===== config.mk =====
export PLATFORM = sky130hd
export DESIGN_NAME = locality_cmd_arbiter
export DESIGN_NICKNAME = d
export VERILOG_FILES = /design/src/rtl/tpm_mgmt_pkg.sv /design/src/rtl/rr_picker_5.sv /design/src/rtl/locality_cmd_arbiter.sv
export SDC_FILE = /design/constraint.sdc
export NUM_CORES = 1
export LEC_CHECK = 0
export ABC_AREA = 1
export CORE_AREA = 2 2 189 191
export DETAILED_ROUTE_END_ITERATION = 7
export DIE_AREA = 0 0 191 193
export PLACE_DENSITY = 0.64
export SYNTH_ARGS = -nofsm -noshare
export SYNTH_HDL_FRONTEND = slang
export SYNTH_SLANG_ARGS = --single-unit

===== constraint.sdc =====
create_clock -name clock -period 3.8 [get_ports clock]
set_input_delay 0.76 -clock clock [delete_from_list [all_inputs] [get_ports clock]]
set_output_delay 0.76 -clock clock [all_outputs]
set_load 0.005 [all_outputs]

===== src/rtl/tpm_mgmt_pkg.sv =====
// Shared definitions for the TPM management command path: FSM state encoding,
// locality count and the TPM response codes used by the arbiter.
package tpm_mgmt_pkg;

    localparam int NUM_LOC = 5;

    localparam logic [2:0] ST_IDLE    = 3'd0;
    localparam logic [2:0] ST_LATCH   = 3'd1;
    localparam logic [2:0] ST_ISSUE   = 3'd2;
    localparam logic [2:0] ST_WAIT    = 3'd3;
    localparam logic [2:0] ST_RESPOND = 3'd4;

    localparam logic [31:0] TPM_RC_SUCCESS    = 32'h0000_0000;
    localparam logic [31:0] TPM_RC_FAILURE    = 32'h0000_0101;
    localparam logic [31:0] TPM_RC_INITIALIZE = 32'h0000_0100;
    localparam logic [31:0] TPM_RC_VALUE      = 32'h0000_0084;
    localparam logic [31:0] TPM_RC_AUTH_TYPE  = 32'h0000_0124;

    function automatic logic [2:0] onehot_to_idx(input logic [NUM_LOC-1:0] oh);
        logic [2:0] idx;
        idx = '0;
        for (int n = 0; n < NUM_LOC; n++) begin
            if (oh[n]) idx = idx | 3'(n);
        end
        return idx;
    endfunction

endpackage


===== src/rtl/rr_picker_5.sv =====
// Combinational round-robin picker: search starts one past last_grant and
// wraps modulo 5; the first requesting locality found is returned one-hot.
module rr_picker_5
    import tpm_mgmt_pkg::*;
(
    input  logic [4:0] req,
    input  logic [2:0] last_grant,
    output logic [4:0] winner
);

    logic       found;
    logic [2:0] idx;

    always_comb begin
        winner = '0;
        found  = 1'b0;
        idx    = '0;
        for (int k = 1; k <= NUM_LOC; k++) begin
            idx = 3'((32'(last_grant) + 32'(k)) % 32'(NUM_LOC));
            if (!found && req[idx]) begin
                winner[idx] = 1'b1;
                found       = 1'b1;
            end
        end
    end

endmodule


===== src/rtl/locality_cmd_arbiter.sv =====
// Arbitrates TPM commands from five localities onto one management module and
// routes the response back. Optional WAIT watchdog enabled by `define ARB_TIMEOUT_EN.
module locality_cmd_arbiter
    import tpm_mgmt_pkg::*;
#(
    parameter int NUM_LOC        = 5,
    parameter int TIMEOUT_CYCLES = 1024
) (
    input  logic                    clock,
    input  logic                    reset,
    input  logic [NUM_LOC-1:0]      req,
    input  logic [32*NUM_LOC-1:0]   req_cc,
    input  logic [33*NUM_LOC-1:0]   req_param,
    input  logic [31:0]             mm_rc,
    input  logic                    mm_rc_valid,
    output logic [NUM_LOC-1:0]      grant,
    output logic                    mm_start,
    output logic [31:0]             mm_tpm_cc,
    output logic [32:0]             mm_cmd_param,
    output logic [7:0]              mm_locality,
    output logic [NUM_LOC-1:0]      rsp_valid,
    output logic [31:0]             rsp_rc,
    output logic                    busy,
    output logic                    timeout_err
);

    logic [2:0]         state;
    logic [2:0]         last_grant;
    logic [NUM_LOC-1:0] winner;
    logic [31:0]        win_cc;
    logic [32:0]        win_param;
    logic               expire;

    rr_picker_5 u_picker (
        .req        (req),
        .last_grant (last_grant),
        .winner     (winner)
    );

    always_comb begin
        win_cc    = '0;
        win_param = '0;
        for (int n = 0; n < NUM_LOC; n++) begin
            if (winner[n]) begin
                win_cc    = req_cc[32*n +: 32];
                win_param = req_param[33*n +: 33];
            end
        end
    end

`ifdef ARB_TIMEOUT_EN
    logic [31:0] wait_cnt;

    assign expire = (state == ST_WAIT) && !mm_rc_valid &&
                    (wait_cnt == 32'(TIMEOUT_CYCLES - 1));

    always_ff @(posedge clock) begin
        if (reset) begin
            wait_cnt <= '0;
        end else if (state == ST_ISSUE) begin
            wait_cnt <= '0;
        end else if (state == ST_WAIT) begin
            wait_cnt <= wait_cnt + 32'd1;
        end
    end
`else
    logic unused_timeout_cfg;

    assign expire             = 1'b0;
    assign unused_timeout_cfg = TIMEOUT_CYCLES[0];
`endif

    // The winner is captured on entry to LATCH so later req/cc/param changes cannot leak in.
    always_ff @(posedge clock) begin
        if (reset) begin
            state        <= ST_IDLE;
            last_grant   <= 3'd4;
            grant        <= '0;
            mm_tpm_cc    <= '0;
            mm_cmd_param <= '0;
            mm_locality  <= '0;
            rsp_rc       <= '0;
            timeout_err  <= 1'b0;
        end else begin
            timeout_err <= 1'b0;
            case (state)
                ST_IDLE: begin
                    if (|req) begin
                        state        <= ST_LATCH;
                        grant        <= winner;
                        mm_tpm_cc    <= win_cc;
                        mm_cmd_param <= win_param;
                        mm_locality  <= 8'(winner);
                        last_grant   <= onehot_to_idx(winner);
                    end
                end
                ST_LATCH: begin
                    state <= ST_ISSUE;
                end
                ST_ISSUE: begin
                    if (mm_rc_valid) begin
                        rsp_rc <= mm_rc;
                        state  <= ST_RESPOND;
                    end else begin
                        state  <= ST_WAIT;
                    end
                end
                ST_WAIT: begin
                    if (mm_rc_valid) begin
                        rsp_rc <= mm_rc;
                        state  <= ST_RESPOND;
                    end else if (expire) begin
                        rsp_rc      <= TPM_RC_FAILURE;
                        timeout_err <= 1'b1;
                        state       <= ST_RESPOND;
                    end
                end
                ST_RESPOND: begin
                    state <= ST_IDLE;
                    grant <= '0;
                end
                default: begin
                    state <= ST_IDLE;
                    grant <= '0;
                end
            endcase
        end
    end

    assign mm_start  = (state == ST_ISSUE);
    assign busy      = (state != ST_IDLE);
    assign rsp_valid = (state == ST_RESPOND) ? grant : '0;

endmodule


Yosys cells after proc, flatten, opt, wreduce, memory -nomap -nowiden:

Cells that the tools add are included.

* flip-flop bits (word level): 113
* bits of input ports: 365
* output and inout port bits: 118
* word-level logic and storage cells: 110

* add/subtract/negate cells: 5
* div/mod/pow operators: 5
* magnitude comparators: 10
* equality and inequality tests: 6
* multiplexer cells: 50
* bitwise gates (word level): 5
* reductions and logical operators: 22

Operators with widths (count)
* $mux W33: 5
* $mod A32 B3 Y32 const B: 5
* $mux W32: 5
* $mux W5: 7
* $lt A3 B4 Y1 const B: 5
* $or A5 B5 Y5: 4
* $bmux W1 S3: 5
* $demux W1 S3: 5
* $ge A3 B1 Y1 const B: 5
* $mux W1: 15
* $mux W3: 4
* $pmux W3 S4: 1
* $pmux W5 S2: 1
* $logic_and A1 B1 Y1: 9
* $add A3 B2 Y4 const B: 2
* $add A3 B3 Y4 const B: 2
* $reduce_and A2 Y1: 4
* $eq A3 B2 Y1 const B: 2
* $reduce_or A5 Y1: 1
* $add A3 B1 Y4 const B: 1
* $logic_not A1 Y1: 4
* $mux W2: 2
* $ne A2 B2 Y1 const B: 2
* $eq A3 B1 Y1 const B: 1
* other kinds (6): 6

Longest topological paths before layout:

* depth in word-level cells: 22
* gate-level depth with buffers: 33
* mapped depth without buffers: 30

Modules after synthesis:

A second synthesis with hierarchy kept.

* cell total of the unflattened synthesis: 1605
* area, all modules: 9023.7 um2

By module, submodules not included
* locality_cmd_arbiter: times used 1, cells an instance 1255, area each 7171.9 um2, seq. area each 2262.2 um2
* rr_picker_5: times used 1, cells an instance 350, area each 1851.8 um2, seq. area each 0.0 um2

Worst setup path after synthesis:

No wires, ideal clock.

* path type: reg-to-reg
* start: register last_grant[0]
* end: register mm_cmd_param[21]
* library setup time: 0.132 ns
* data arrival time: 4.084 ns
* data required time: 3.668 ns
* path slack: -0.416 ns
* cell stages (with the launch flop): 29
* buffers on the path: 3
* cell sequence: dfxtp_1 -> clkbuf_1 -> inv_1 -> ha_1 -> ha_1 -> nor2_1 -> nand2_1 -> nand2_1 -> xor2_1 -> ha_1 -> inv_1 -> or2_2 -> nand3_1 -> nand2_1 -> nand2_1 -> nand2_2 -> inv_2 -> nor2_1 -> nand2_1 -> nand2_1 -> nor3_2 -> nand4_1 -> nand3_2 -> buf_6 -> buf_6 -> nand2_1 -> nand2_1 -> o21bai_1 -> a21oi_1

* word-level cells in the longest chain between the ends: 22
* elaborated cells on any way between the ends: 71
* those cells by class: 5 x add/sub; 5 x div; 10 x order compare; 34 x mux; 4 x bitwise; 13 x reduce/logical

RTL lines
* start, declared: RTL line locality_cmd_arbiter.sv:28 `logic [2:0] last_grant;`
* start signal, assigned: RTL line locality_cmd_arbiter.sv:94 `last_grant <= onehot_to_idx(winner);`
* branches (longest 16 deep; another with $mod A32 B3 Y32)
* $mux W5 *: RTL line rr_picker_5.sv:20 `if (!found && req[idx]) begin`
* $mux W33 (4 in a row): RTL line locality_cmd_arbiter.sv:44 `if (winner[n]) begin`
* $mux W33 *: RTL line locality_cmd_arbiter.sv:44
* end signal, assigned: RTL line locality_cmd_arbiter.sv:92 `mm_cmd_param <= win_param;`
* end, declared: RTL line locality_cmd_arbiter.sv:19 `output logic [32:0] mm_cmd_param,`

Mark *: on every way between the ends. The select of a mux whose other input is x is not followed.
A chain may end at the register's enable or synchronous reset.

Final worst setup path:

* start: register last_grant[1]
* end: register mm_tpm_cc[9]

* word-level cells in the longest chain between the ends: 22
* elaborated cells on any way between the ends: 71
* those cells by class: 5 x add/sub; 5 x div; 10 x order compare; 34 x mux; 4 x bitwise; 13 x reduce/logical

RTL lines
* branches (longest 16 deep; another with $mod A32 B3 Y32)
* $mux W5 *: RTL line rr_picker_5.sv:20
* $mux W32 (4 in a row): RTL line locality_cmd_arbiter.sv:44
* $mux W32 *: RTL line locality_cmd_arbiter.sv:44
* end signal, assigned: RTL line locality_cmd_arbiter.sv:91 `mm_tpm_cc <= win_cc;`
* end, declared: RTL line locality_cmd_arbiter.sv:18 `output logic [31:0] mm_tpm_cc,`

Marks and branches as above.

==> results.toml <==
[floorplan]
fp.dieH_um = 193
core_area_mm2 = 0.0350
io_pins = 483
die_x_um = 191
rows = 69
start_util_pct = 25.0
design.die.area_mm2 = 0.0369

[power]
p_per_area_mw_per_mm2 = 914
sequentialPowerShare_pct = 10.3
ir_worst_vdd_v = 0.000629
switching_power_uw = 7420
sw_frac_of_total_pct = 47.9
total_leakage_power_uw = 0.00779
p_int_uw = 8080
pwr-share-clk_pct = 11.7
p_comb_share_pct = 78.0
finalPower_uw = 15500

[finish]
layout.nets = 2435
area_growth_pct = 94.2
drive_above_1_share_pct = 19.9

[critical_path]
r2r_start = "last_grant[1]$_SDFFE_PP0P_"
worstSetupPathType = "flip-flop to flip-flop"
cp_slowest_cell = "dfxtp_4"
crit_fanout = 7
required_ps = 4150
path_buf_inv = 6
cp_common_cell = "nand2_2"
worstSetupStartpointType = "flip-flop"
crit_family = "simple AND/OR/NAND/NOR gates"
rr_endpoint = "mm_tpm_cc[9]$_SDFFE_PP0P_"
ff2ff_path_depth = 30
rrSetupSlack_ps = -30
critPathMaxStageDelay_ps = 390
cp-end-kind = "flip-flop"
cp.arrival_ps = 4190

[global_routing]
antenna_found_initial = 3
grt_pass1_vias = 10900
grt_pass1_wl_um = 61700
grt_usage_pct = 22.0
grt.overflow.total = 0
grt_max_degree = 71

[sta]
period_share_pct = 101
tns_ps = -449
setup_viol = 35
max_freq_mhz = 261
drv_slew = 0
hold_viol = 0
setup_ws_ps = -34.3
min_period_ps = 3830
rsz0062_at_grt = "true"
worstMarginPinSlew_ps = 974
clock_skew_ps = 12.9
slew_headroom_pct = 35.1

[yosys]
synth_cell_types = 36
yosys_warnings = 0
netlist_area_mm2 = 0.00873
async_flop_share_pct = 0
synth-seq-area-share_pct = 25.9
synth_edf_count = 0
ys_ff_latch = 113
synth_flop_cell = "dfxtp_1"
synth.avg_cell_area_um2 = 5.85
syn_inst = 1494

[cts]
root_buffer = "clkbuf_16"
cts_htree_levels = 4
cts.sinks = 113
clk_pin_slew_ps = 60
clock_path_buffers = 2
ctsHoldBuffers = 0
cts_buffers = 17
tritoncts = "built"
clk-insertion-delay-late_ps = 430

[route]
drt-initial-drc-count = 673
antenna_left = 0
dr.pass1.iters = 6
dr_total_vias = 12000
routed_wl_um = 47500
drc_errors = 0
viasPerCell = 4.75
wl_per_cell_um = 18.8

[placement]
gp_congestion = 0.909
place_hpwl_um = 32200
io_buffer_count = 478

[worst_hold_path]
min_to = "mm_cmd_param[14]$_SDFFE_PP0P_"
worstHoldStart = "mm_cmd_param[14]$_SDFFE_PP0P_"
hp-class = "flip-flop to flip-flop"
hold_path_depth = 2

[outcome]
violations = "negative setup slack"
outcome = "complete, but fails checks"

[job]
maxCapViolations = 0
## repair_timing
action	CTS	global route
setup buffers	17	22
gates resized for setup	47	225
endpoints found under the setup margin	75	78
cloned	5	16
pin swaps	22	120
## through the flow
| stage | util (%) | cells | setup slack (ps) | hold WS, ps | area (um2) |
|---|---|---|---|---|---|
| 3_5_place_dp | 41.4 | 2428 | -192 | 452 | 14500 |
| 4_1_cts | 44.6 | 2482 | -1.04 | 462 | 15600 |
| 3_3_place_gp | 41.4 | 2428 | -116 | 449 | 14500 |
| 6_report | 48.5 | 2522 | -34.3 | 460 | 17000 |
| 5_1_grt | 48.5 | 2520 | -230 | 480 | 17000 |
| 2_1_floorplan | - | 1497 | 9.65 | 457 | 8780 |
## cells in the final DEF, fill, tap and decap left out, types with 5 or more instances in the layout
cell,n
o21ai_0,7
inv_6,5
a21oi_1,109
nand2_4,29
nand3_1,94
buf_4,77
inv_1,120
clkdlybuf4s50_1,477
o21bai_1,61
nand2_1,585
dfxtp_1,110
clkbuf_16,28
nand4_1,14
nand3_2,50
o21ai_1,10
nor3_1,5
nand3_4,11
nand2_2,82
nor2_1,27
buf_6,16
buf_12,28
ha_4,8
inv_2,18
ha_1,14
nor2_4,6
## Yosys cell counts, types with 3 or more instances
| cell | count | share of area (%) |
|---|---|---|
| a21oi_1 | 112 | 6.4 |
| buf_1 | 3 | 0.13 |
| buf_2 | 24 | 1.4 |
| buf_4 | 20 | 1.7 |
| buf_6 | 12 | 1.5 |
| clkbuf_1 | 27 | 1.2 |
| clkinv_1 | 3 | 0.13 |
| dfxtp_1 | 113 | 26 |
| ha_1 | 26 | 3.7 |
| inv_1 | 131 | 5.6 |
| inv_2 | 11 | 0.47 |
| nand2_1 | 677 | 29 |
| nand2_2 | 17 | 1.2 |
| nand3_1 | 144 | 8.3 |
| nand3_2 | 10 | 1.1 |
| nand4_1 | 14 | 1.0 |
| nor2_1 | 35 | 1.5 |
| nor3_1 | 6 | 0.34 |
| o21ai_0 | 10 | 0.57 |
| o21ai_1 | 10 | 0.57 |
| o21bai_1 | 65 | 5.6 |
| xor2_1 | 4 | 0.40 |
## power groups by stage
stage	registers [uW]	logic, uW	clock network (uW)
6_report	1590	12100	1810
5_1_grt	1620	13000	1900
4_1_cts	1590	9610	1860
3_5_place_dp	1610	8660	0
3_3_place_gp	1600	8530	0
2_1_floorplan	1610	5210	0
## sequential cells by signal (all words and copies together), names as in the netlist
| signal | cells |
|---|---|
| rsp_rc | 32 |
| state | 3 |
| mm_cmd_param | 33 |
| grant | 5 |
| mm_tpm_cc | 32 |
| last_grant | 3 |
| mm_locality | 5 |
## cell families after synthesis
family,after synthesis,share of synthesized area (%)
AOI/OAI and AO/OA,204,13.9
xor gates and xnor gates,6,0.774
adders and majority gates,26,3.72
buffers and inverters,232,12.2
DFF,113,25.9
muxes,1,0.115
other,1,0.0429
and+or+nand+nor,911,43.3
## per-layer routing
metal	vias to the layer above	part of all wire, %	GRT usage, %
li1	5804	-	-
met1	5571	39	25.0
met2	510	49	38.2
met3	95	8.4	7.31
met4	0	3.2	8.20
met5	-	0	0
## area by class of cell
class	instances	area, um2
fill	3396	18000
timing repair buffer	613	6470
clock inverter	14	203
clock buffer	18	439
antenna	4	10.0
sequential	113	2270
multi-input combinational	1153	6410
tap	461	577
inverter	146	587
## worst max path at each step
stage | from | cells past startpoint | to | slack (ps)
global placement | last_grant[1]$_SDFFE_PP0P_ | 29 | mm_cmd_param[11]$_SDFFE_PP0P_ | -120
CTS | last_grant[2]$_SDFFE_PP1P_ | 28 | mm_tpm_cc[6]$_SDFFE_PP0P_ | -1
floorplan | last_grant[0]$_SDFFE_PP0P_ | 28 | mm_cmd_param[21]$_SDFFE_PP0P_ | 10
global route | last_grant[1]$_SDFFE_PP0P_ | 31 | mm_tpm_cc[27]$_SDFFE_PP0P_ | -230
detailed placement | last_grant[1]$_SDFFE_PP0P_ | 29 | mm_cmd_param[18]$_SDFFE_PP0P_ | -190
finish | last_grant[1]$_SDFFE_PP0P_ | 30 | mm_tpm_cc[9]$_SDFFE_PP0P_ | -30
## tightest hold or removal path, stage by stage (launching register included)
cell	delay [ps]
dfxtp_1	310
nand2_1	60
a21oi_1	50
No activity file was read; power rests on OpenSTA's default activity.
